`config.mk`:
```
export PLATFORM = sky130hd
export DESIGN_NAME = spi_cfg_sequencer
export DESIGN_NICKNAME = d
export VERILOG_FILES = /design/src/rtl/spi_cfg_pkg.sv /design/src/rtl/spi_cfg_delay_counter.sv /design/src/rtl/spi_cfg_sequencer.sv
export SDC_FILE = /design/constraint.sdc
export NUM_CORES = 1
export LEC_CHECK = 0
export ABC_AREA = 1
export CORE_MARGIN = 3
export CORE_UTILIZATION = 40
export DETAILED_ROUTE_END_ITERATION = 7
export PLACE_DENSITY = 0.66
export SLEW_MARGIN = 20
export SYNTH_ARGS = -nofsm -noshare
export SYNTH_HDL_FRONTEND = slang
export SYNTH_SLANG_ARGS = --single-unit
```
`constraint.sdc`:
```
create_clock -name clk -period 2.36 [get_ports clk]
set_clock_uncertainty 0.15 [all_clocks]
set_input_delay 0.708 -clock clk [delete_from_list [all_inputs] [get_ports clk]]
set_output_delay 0.708 -clock clk [all_outputs]
set_load 0.02 [all_outputs]
```
`src/rtl/spi_cfg_pkg.sv`:
```
// Shared types and constants for the SPI power-up configuration sequencer.
// SPI_CFG_GAP_EN adds the inter-word GAP state to the state encoding.
package spi_cfg_pkg;

  localparam int unsigned SPI_WORD_W    = 40;
  localparam int unsigned SPI_CFG_CNT_W = 16;

  typedef enum logic [2:0] {
    S_IDLE,
    S_RST_LOW,
    S_RST_WAIT,
    S_FETCH,
    S_PRESENT,
`ifdef SPI_CFG_GAP_EN
    S_GAP,
`endif
    S_DONE
  } spi_cfg_state_t;

  function automatic logic state_is_busy(input spi_cfg_state_t s);
    return (s != S_IDLE) && (s != S_DONE);
  endfunction

endpackage

```
`src/rtl/spi_cfg_delay_counter.sv`:
```
// Loadable down-counter shared by the reset-low, reset-wait and gap phases.
// o_zero is registered and is high during the final counted cycle.
module spi_cfg_delay_counter
  import spi_cfg_pkg::*;
(
  input  logic                     clk,
  input  logic                     reset,
  input  logic                     i_load,
  input  logic [SPI_CFG_CNT_W-1:0] i_load_val,
  input  logic                     i_en,
  output logic                     o_zero
);

  logic [SPI_CFG_CNT_W-1:0] r_cnt;
  logic                     r_zero;

  // Flag is computed one cycle early so the FSM can leave on the last cycle.
  always_ff @(posedge clk) begin
    if (reset) begin
      r_cnt  <= '0;
      r_zero <= 1'b0;
    end else if (i_load) begin
      r_cnt  <= i_load_val;
      r_zero <= (i_load_val == SPI_CFG_CNT_W'(1));
    end else if (i_en && (r_cnt != '0)) begin
      r_cnt  <= r_cnt - SPI_CFG_CNT_W'(1);
      r_zero <= (r_cnt == SPI_CFG_CNT_W'(2));
    end
  end

  assign o_zero = r_zero;

endmodule

```
`src/rtl/spi_cfg_sequencer.sv`:
```
// RF chip power-up sequencer: chip reset timing, then ROM words to the SPI master.
// Define SPI_CFG_GAP_EN to insert GAP_CYCLES idle cycles between words.
module spi_cfg_sequencer
  import spi_cfg_pkg::*;
#(
  parameter  int unsigned NUM_WORDS         = 16,
  parameter  int unsigned WORD_W            = SPI_WORD_W,
  parameter  int unsigned RESET_LOW_CYCLES  = 2000,
  parameter  int unsigned RESET_WAIT_CYCLES = 200,
  parameter  int unsigned GAP_CYCLES        = 4,
  localparam int unsigned IDX_W             = (NUM_WORDS > 1) ? $clog2(NUM_WORDS) : 1
) (
  input  logic              clk,
  input  logic              reset,
  input  logic              start,
  output logic              xreset_n,
  output logic [IDX_W-1:0]  rom_addr,
  input  logic [WORD_W-1:0] rom_data,
  output logic              word_valid,
  output logic [WORD_W-1:0] word_data,
  input  logic              word_ready,
  output logic              busy,
  output logic              done
);

  localparam int unsigned      CNT_MAX  = (1 << SPI_CFG_CNT_W) - 1;
  localparam logic [IDX_W-1:0] LAST_IDX = IDX_W'(NUM_WORDS - 1);

  if ((NUM_WORDS < 1) || (RESET_LOW_CYCLES < 1) || (RESET_LOW_CYCLES > CNT_MAX) ||
      (RESET_WAIT_CYCLES < 1) || (RESET_WAIT_CYCLES > CNT_MAX) ||
      (GAP_CYCLES < 1) || (GAP_CYCLES > CNT_MAX)) begin : g_param_check
    $error("spi_cfg_sequencer: parameter out of range");
  end

  spi_cfg_state_t      r_state;
  logic [IDX_W-1:0]    r_idx;
  logic [IDX_W-1:0]    r_rom_addr;
  logic                r_xreset_n;
  logic                r_word_valid;
  logic [WORD_W-1:0]   r_word_data;
  logic                r_busy;
  logic                r_done;

  spi_cfg_state_t             w_state_nxt;
  logic [IDX_W-1:0]           w_idx_nxt;
  logic [IDX_W-1:0]           w_rom_addr_nxt;
  logic                       w_xreset_n_nxt;
  logic                       w_word_valid_nxt;
  logic [WORD_W-1:0]          w_word_data_nxt;
  logic                       w_cnt_load;
  logic [SPI_CFG_CNT_W-1:0]   w_cnt_load_val;
  logic                       w_cnt_en;
  logic                       w_cnt_zero;

  spi_cfg_delay_counter u_delay (
    .clk        (clk),
    .reset      (reset),
    .i_load     (w_cnt_load),
    .i_load_val (w_cnt_load_val),
    .i_en       (w_cnt_en),
    .o_zero     (w_cnt_zero)
  );

  always_ff @(posedge clk) begin
    if (reset) begin
      r_state      <= S_IDLE;
      r_idx        <= '0;
      r_rom_addr   <= '0;
      r_xreset_n   <= 1'b0;
      r_word_valid <= 1'b0;
      r_word_data  <= '0;
      r_busy       <= 1'b0;
      r_done       <= 1'b0;
    end else begin
      r_state      <= w_state_nxt;
      r_idx        <= w_idx_nxt;
      r_rom_addr   <= w_rom_addr_nxt;
      r_xreset_n   <= w_xreset_n_nxt;
      r_word_valid <= w_word_valid_nxt;
      r_word_data  <= w_word_data_nxt;
      r_busy       <= state_is_busy(w_state_nxt);
      r_done       <= (w_state_nxt == S_DONE);
    end
  end

  // rom_addr runs one word ahead so the synchronous ROM output is ready when FETCH captures it.
  always_comb begin
    w_state_nxt      = r_state;
    w_idx_nxt        = r_idx;
    w_rom_addr_nxt   = r_rom_addr;
    w_xreset_n_nxt   = r_xreset_n;
    w_word_valid_nxt = r_word_valid;
    w_word_data_nxt  = r_word_data;
    w_cnt_load       = 1'b0;
    w_cnt_load_val   = '0;
    w_cnt_en         = 1'b0;

    case (r_state)
      S_IDLE, S_DONE: begin
        if (start) begin
          w_state_nxt    = S_RST_LOW;
          w_idx_nxt      = '0;
          w_rom_addr_nxt = '0;
          w_xreset_n_nxt = 1'b0;
          w_cnt_load     = 1'b1;
          w_cnt_load_val = SPI_CFG_CNT_W'(RESET_LOW_CYCLES);
        end
      end
      S_RST_LOW: begin
        w_cnt_en = 1'b1;
        if (w_cnt_zero) begin
          w_state_nxt    = S_RST_WAIT;
          w_xreset_n_nxt = 1'b1;
          w_cnt_load     = 1'b1;
          w_cnt_load_val = SPI_CFG_CNT_W'(RESET_WAIT_CYCLES);
        end
      end
      S_RST_WAIT: begin
        w_cnt_en = 1'b1;
        if (w_cnt_zero) w_state_nxt = S_FETCH;
      end
      S_FETCH: begin
        w_state_nxt      = S_PRESENT;
        w_word_data_nxt  = rom_data;
        w_word_valid_nxt = 1'b1;
        w_rom_addr_nxt   = (r_idx == LAST_IDX) ? r_idx : r_idx + IDX_W'(1);
      end
      S_PRESENT: begin
        if (r_word_valid && word_ready) begin
          w_word_valid_nxt = 1'b0;
          if (r_idx == LAST_IDX) begin
            w_state_nxt = S_DONE;
          end else begin
            w_idx_nxt = r_idx + IDX_W'(1);
`ifdef SPI_CFG_GAP_EN
            w_state_nxt    = S_GAP;
            w_cnt_load     = 1'b1;
            w_cnt_load_val = SPI_CFG_CNT_W'(GAP_CYCLES);
`else
            w_state_nxt = S_FETCH;
`endif
          end
        end
      end
`ifdef SPI_CFG_GAP_EN
      S_GAP: begin
        w_cnt_en = 1'b1;
        if (w_cnt_zero) w_state_nxt = S_FETCH;
      end
`endif
      default: begin
        w_state_nxt      = S_IDLE;
        w_word_valid_nxt = 1'b0;
        w_xreset_n_nxt   = 1'b0;
      end
    endcase
  end

  assign xreset_n   = r_xreset_n;
  assign rom_addr   = r_rom_addr;
  assign word_valid = r_word_valid;
  assign word_data  = r_word_data;
  assign busy       = r_busy;
  assign done       = r_done;

endmodule

```
==> impl_summary.log, run 1 <==
INFO  metric vias = 3,077
INFO  metric clk_root_buffer_cell = sky130_fd_sc_hd__clkbuf_8
INFO  metric synthToLayoutAreaGrowth = 38.8%
INFO  metric maxCapViolCount = 0
INFO  metric postRouteWirelength = a little over 8000 um
INFO  metric share_clk_of_total_power = 0.377
INFO  metric final_util = 0.591
INFO  metric post-cts-setup-buffer-count = 0
INFO  metric cts_tree = built
INFO  metric critical_path_peak_fanout = 3
INFO  metric die_h = ~95 um
INFO  metric die_w = between 90 and 100 um
INFO  metric total_leakage_power = between 1.5 and 2 nW
INFO  metric drt.antenna.violating_nets = 0
INFO  metric synth.area.mux_share = 0
INFO  metric antenna_cells = 0
INFO  metric gp_routability_congestion = around 0.85
INFO  metric finalSetupTns = 0 ps
INFO  metric gr-usage-met1 = 0.229
INFO  metric pwr_density_cell = around 680 nW/um2
INFO  metric core_area = 7450 um2
INFO  metric post_synth_xor_area_fraction = 0.0166
INFO  metric ctsResizeCount = 0
INFO  metric critical_path.cell_chain = clkdlybuf4s50_1
INFO  metric globalRouteMet3Util = 0.112
INFO  metric synth_simple_gate_area_frac = 0.331
INFO  metric yosys_warnings = 0
INFO  metric rr_startpoint = r_state[2]$_SDFF_PP0_
INFO  metric timing.critical_path.slowest_stage_cell = sky130_fd_sc_hd__clkdlybuf4s50_1
INFO  metric min-delay-start = rom_addr[2]$_SDFFE_PP0P_
INFO  metric yosysSeqAreaShare = 0.455
INFO  metric number_of_iterations_in_the_first_detailed_routing_pass = 4
INFO  metric initial_core_util = 0.425
INFO  metric clock_latency = between 300 and 400 ps
INFO  metric global_route.usage.met2 = 0.295
INFO  metric rsz_0062_raised_after_global_routing = false
INFO  metric critPathKind = flop to output port
INFO  metric overflow = 0
INFO  metric synth_top_family_by_area = simple AND/OR/NAND/NOR gates
INFO  metric stdcell_area = 4400 um2
INFO  metric report.final.slew_viol_count = 0
INFO  metric outcome = completed
INFO  metric drt-wirelength-per-cell = roughly 13 um
INFO  metric grt-busiest-layer = met2
INFO  metric finish.net_count = around 590
INFO  metric synthesized_area_fraction_occupied_by_ao_oa_aoi_and_oai_cells = 0.113
INFO  metric placed_area = ~4200 um2
INFO  metric vdd_drop_max = roughly 0.00038 V
INFO  metric launching_element_type_of_the_critical_path = flop
INFO  metric cts_max_level = 3
INFO  metric mappedNetlistNets = about 500
INFO  metric post_synth_num_cell_types = 26
INFO  metric clkTransAtPathRegs = roughly 70 ps
INFO  metric synthAdderAreaFrac = 0.0118
INFO  metric drt_drc_violations_left = 0
INFO  metric numPortBuffers = 91
INFO  metric antenna_found_initial = 0
INFO  metric sw_frac_of_total = 0.291
INFO  metric slew_headroom = 0.556
INFO  metric rows = 31
INFO  metric cp_slowest_stage_delay = ~650 ps
INFO  metric fmax = between 400 and 500 MHz
INFO  metric post-layout-total-power = between 2 and 3 mW
INFO  metric globalRouteTotalUtil = 0.193
INFO  metric timing.final.setup_violations = 0
INFO  metric worst_ep_required_time = approximately 1500 ps
INFO  metric cp.buffers_inverters = 1
INFO  metric cts_sinks = 72
INFO  metric internal_dissipation = 2.12 mW
INFO  metric cts-buffers-inserted = 9
INFO  metric share_seq_of_total_power = 0.436
INFO  metric ioPinCount = slightly above 90
INFO  metric timing.final.crit_period = about 2200 ps
INFO  metric cp.arrival = approximately 1400 ps
INFO  metric combinational_share_of_power = 0.188
INFO  metric share_of_cells_above_drive_strength_1 = 0.0764
INFO  metric largest_net_degree_at_the_start_of_global_routing = 44
INFO  metric crit_path_leading_delay_family = buffers and inverters
INFO  metric netlist_instances = ~450
INFO  metric power.net_switching = 870 uW
INFO  metric share_of_the_clock_period_used_by_the_worst_path_after_layout = 0.944
INFO  metric die-area = 9020 um2
INFO  metric ctsLongestPathBuffers = 2
INFO  metric syn_area_per_cell = between 6 and 7 um2
INFO  metric synthesis.area = 3170 um2
INFO  metric yosys_register_bits = a little over 70
INFO  metric grt_first_pass_wirelength = around 14,000 um
INFO  metric grt_pass1_vias = approximately 3,000
INFO  metric worstSetupStartpoint = word_valid$_SDFFE_PP0P_
INFO  metric avgViaCountPerCell = about 4.7
INFO  metric number_of_hold_violations_in_the_final_report = 0
INFO  metric worstSetupEndpointType = output port
INFO  metric place.detailed.hpwl = 5850 um
INFO  metric initialDrtViolationCount = between 70 and 80
INFO  metric worst_slew_pin_slew = 663 ps
INFO  metric min_path_type = flop to flop
INFO  metric postCtsHoldBufs = 0
[metal layers]
metal  part of all wire  wire, um
met5                  0         0
met4              0.011        88
met3              0.099       812
met2               0.45      3650
met1               0.44      3620
[per-stage QoR]
stage                     setup slack (ps)  hold WS [ps]  instances
after floorplan                        746           311        454
after global placement                5.92           299        633
after detailed placement             -29.8           310        633
after CTS                              127           324        649
after global routing                  74.1           348        649
final                                  132           324        649
[state kept, by name (all words and copies together) (netlist names)]
| signal | flops |
|---|---|
| r_state | 3 |
| u_delay.r_cnt | 16 |
| word_data | 40 |
| done | 1 |
| xreset_n | 1 |
| r_idx | 4 |
| rom_addr | 4 |
| word_valid | 1 |
| u_delay.o_zero | 1 |
| busy | 1 |
[synthesized netlist by cell type]
cell type / number / area share
sky130_fd_sc_hd__nand2_4: 1 / 0.0036
sky130_fd_sc_hd__nor2_1: 127 / 0.15
sky130_fd_sc_hd__inv_1: 32 / 0.038
sky130_fd_sc_hd__nand3_1: 28 / 0.044
sky130_fd_sc_hd__or2_2: 2 / 0.0039
sky130_fd_sc_hd__nor3_1: 4 / 0.0063
sky130_fd_sc_hd__clkbuf_1: 10 / 0.012
sky130_fd_sc_hd__nand2_2: 3 / 0.0059
sky130_fd_sc_hd__a21oi_1: 19 / 0.030
sky130_fd_sc_hd__nand4_1: 3 / 0.0059
sky130_fd_sc_hd__nor2_4: 3 / 0.011
sky130_fd_sc_hd__ha_1: 3 / 0.012
sky130_fd_sc_hd__buf_2: 4 / 0.0063
sky130_fd_sc_hd__buf_6: 3 / 0.011
sky130_fd_sc_hd__a21oi_2: 1 / 0.0028
sky130_fd_sc_hd__o21ai_0: 49 / 0.077
sky130_fd_sc_hd__nor3_2: 1 / 0.0032
sky130_fd_sc_hd__xor2_1: 5 / 0.014
sky130_fd_sc_hd__dfxtp_1: 72 / 0.45
sky130_fd_sc_hd__nor4_1: 1 / 0.0020
sky130_fd_sc_hd__xnor2_1: 1 / 0.0028
sky130_fd_sc_hd__nor2_2: 4 / 0.0079
sky130_fd_sc_hd__nand2_1: 69 / 0.082
sky130_fd_sc_hd__inv_2: 5 / 0.0059
sky130_fd_sc_hd__nand3b_1: 2 / 0.0047
sky130_fd_sc_hd__o21ai_1: 2 / 0.0032
[path summary, 6_finish.rpt]
kind	to	slack, ps	depth (start not counted)
setup / recovery	word_valid	130	1
hold / removal	rom_addr[2]$_SDFFE_PP0P_	320	2
setup reg to reg	u_delay.r_cnt[3]$_SDFFE_PP0P_	480	7
hold reg to reg	rom_addr[2]$_SDFFE_PP0P_	320	2
[cell usage in the layout, fill, tap and decap left out, drive strengths merged]
cell and count:
nor2 134, clkdlybuf4s50 91, nand2 73, dfxtp 72, o21ai 51, inv 38
nand3 28, a21oi 20, clkbuf 10, buf 6, xor2 5, nor3 5
nand4 3, ha 3, clkinv 3, or2 2, nand3b 2, bufinv 2
xnor2 1, nor4 1
[power groups by stage]
stage / Sequential (mW) / Combinational [mW] / Clock, mW
after global routing: 1.31 / 0.632 / 1.20
final: 1.30 / 0.561 / 1.13
after floorplan: 1.33 / 0.385 / 0
after global placement: 1.33 / 0.545 / 0
after detailed placement: 1.33 / 0.556 / 0
after CTS: 1.30 / 0.560 / 1.15
[area by class of cell]
type / instances / area, um2
clock buffer: 10 / 138
clock inverter: 6 / 91.3
fill: 718 / 3050
inverter: 37 / 139
multi-input combinational: 328 / 1500
sequential: 72 / 1440
tap: 99 / 124
timing repair buffer: 97 / 968
[logic make-up after synthesis]
kind of cell / count (synthesis)
compound gates: 71
fa+ha+maj: 3
xor+xnor: 6
buf+inv: 54
flops: 72
simple gates: 248
[worst register-to-register path, delay by kind of cell, from the launching register on]
| kind | cells | cell delay (ps) |
|---|---|---|
| buffers and inverters | 1 | 80 |
| flip-flops | 1 | 410 |
| AND/OR/NAND/NOR | 5 | 990 |
| AO/OA/AOI/OAI | 1 | 150 |
Note: power is estimated with default switching activity, not from simulation.
==> run 2: changes to the inputs <==
Settings changed: CAP_MARGIN set to 25.
==> results of run 2 <==
Same layout as run 1: the final DEF is identical, and so are final timing and power.
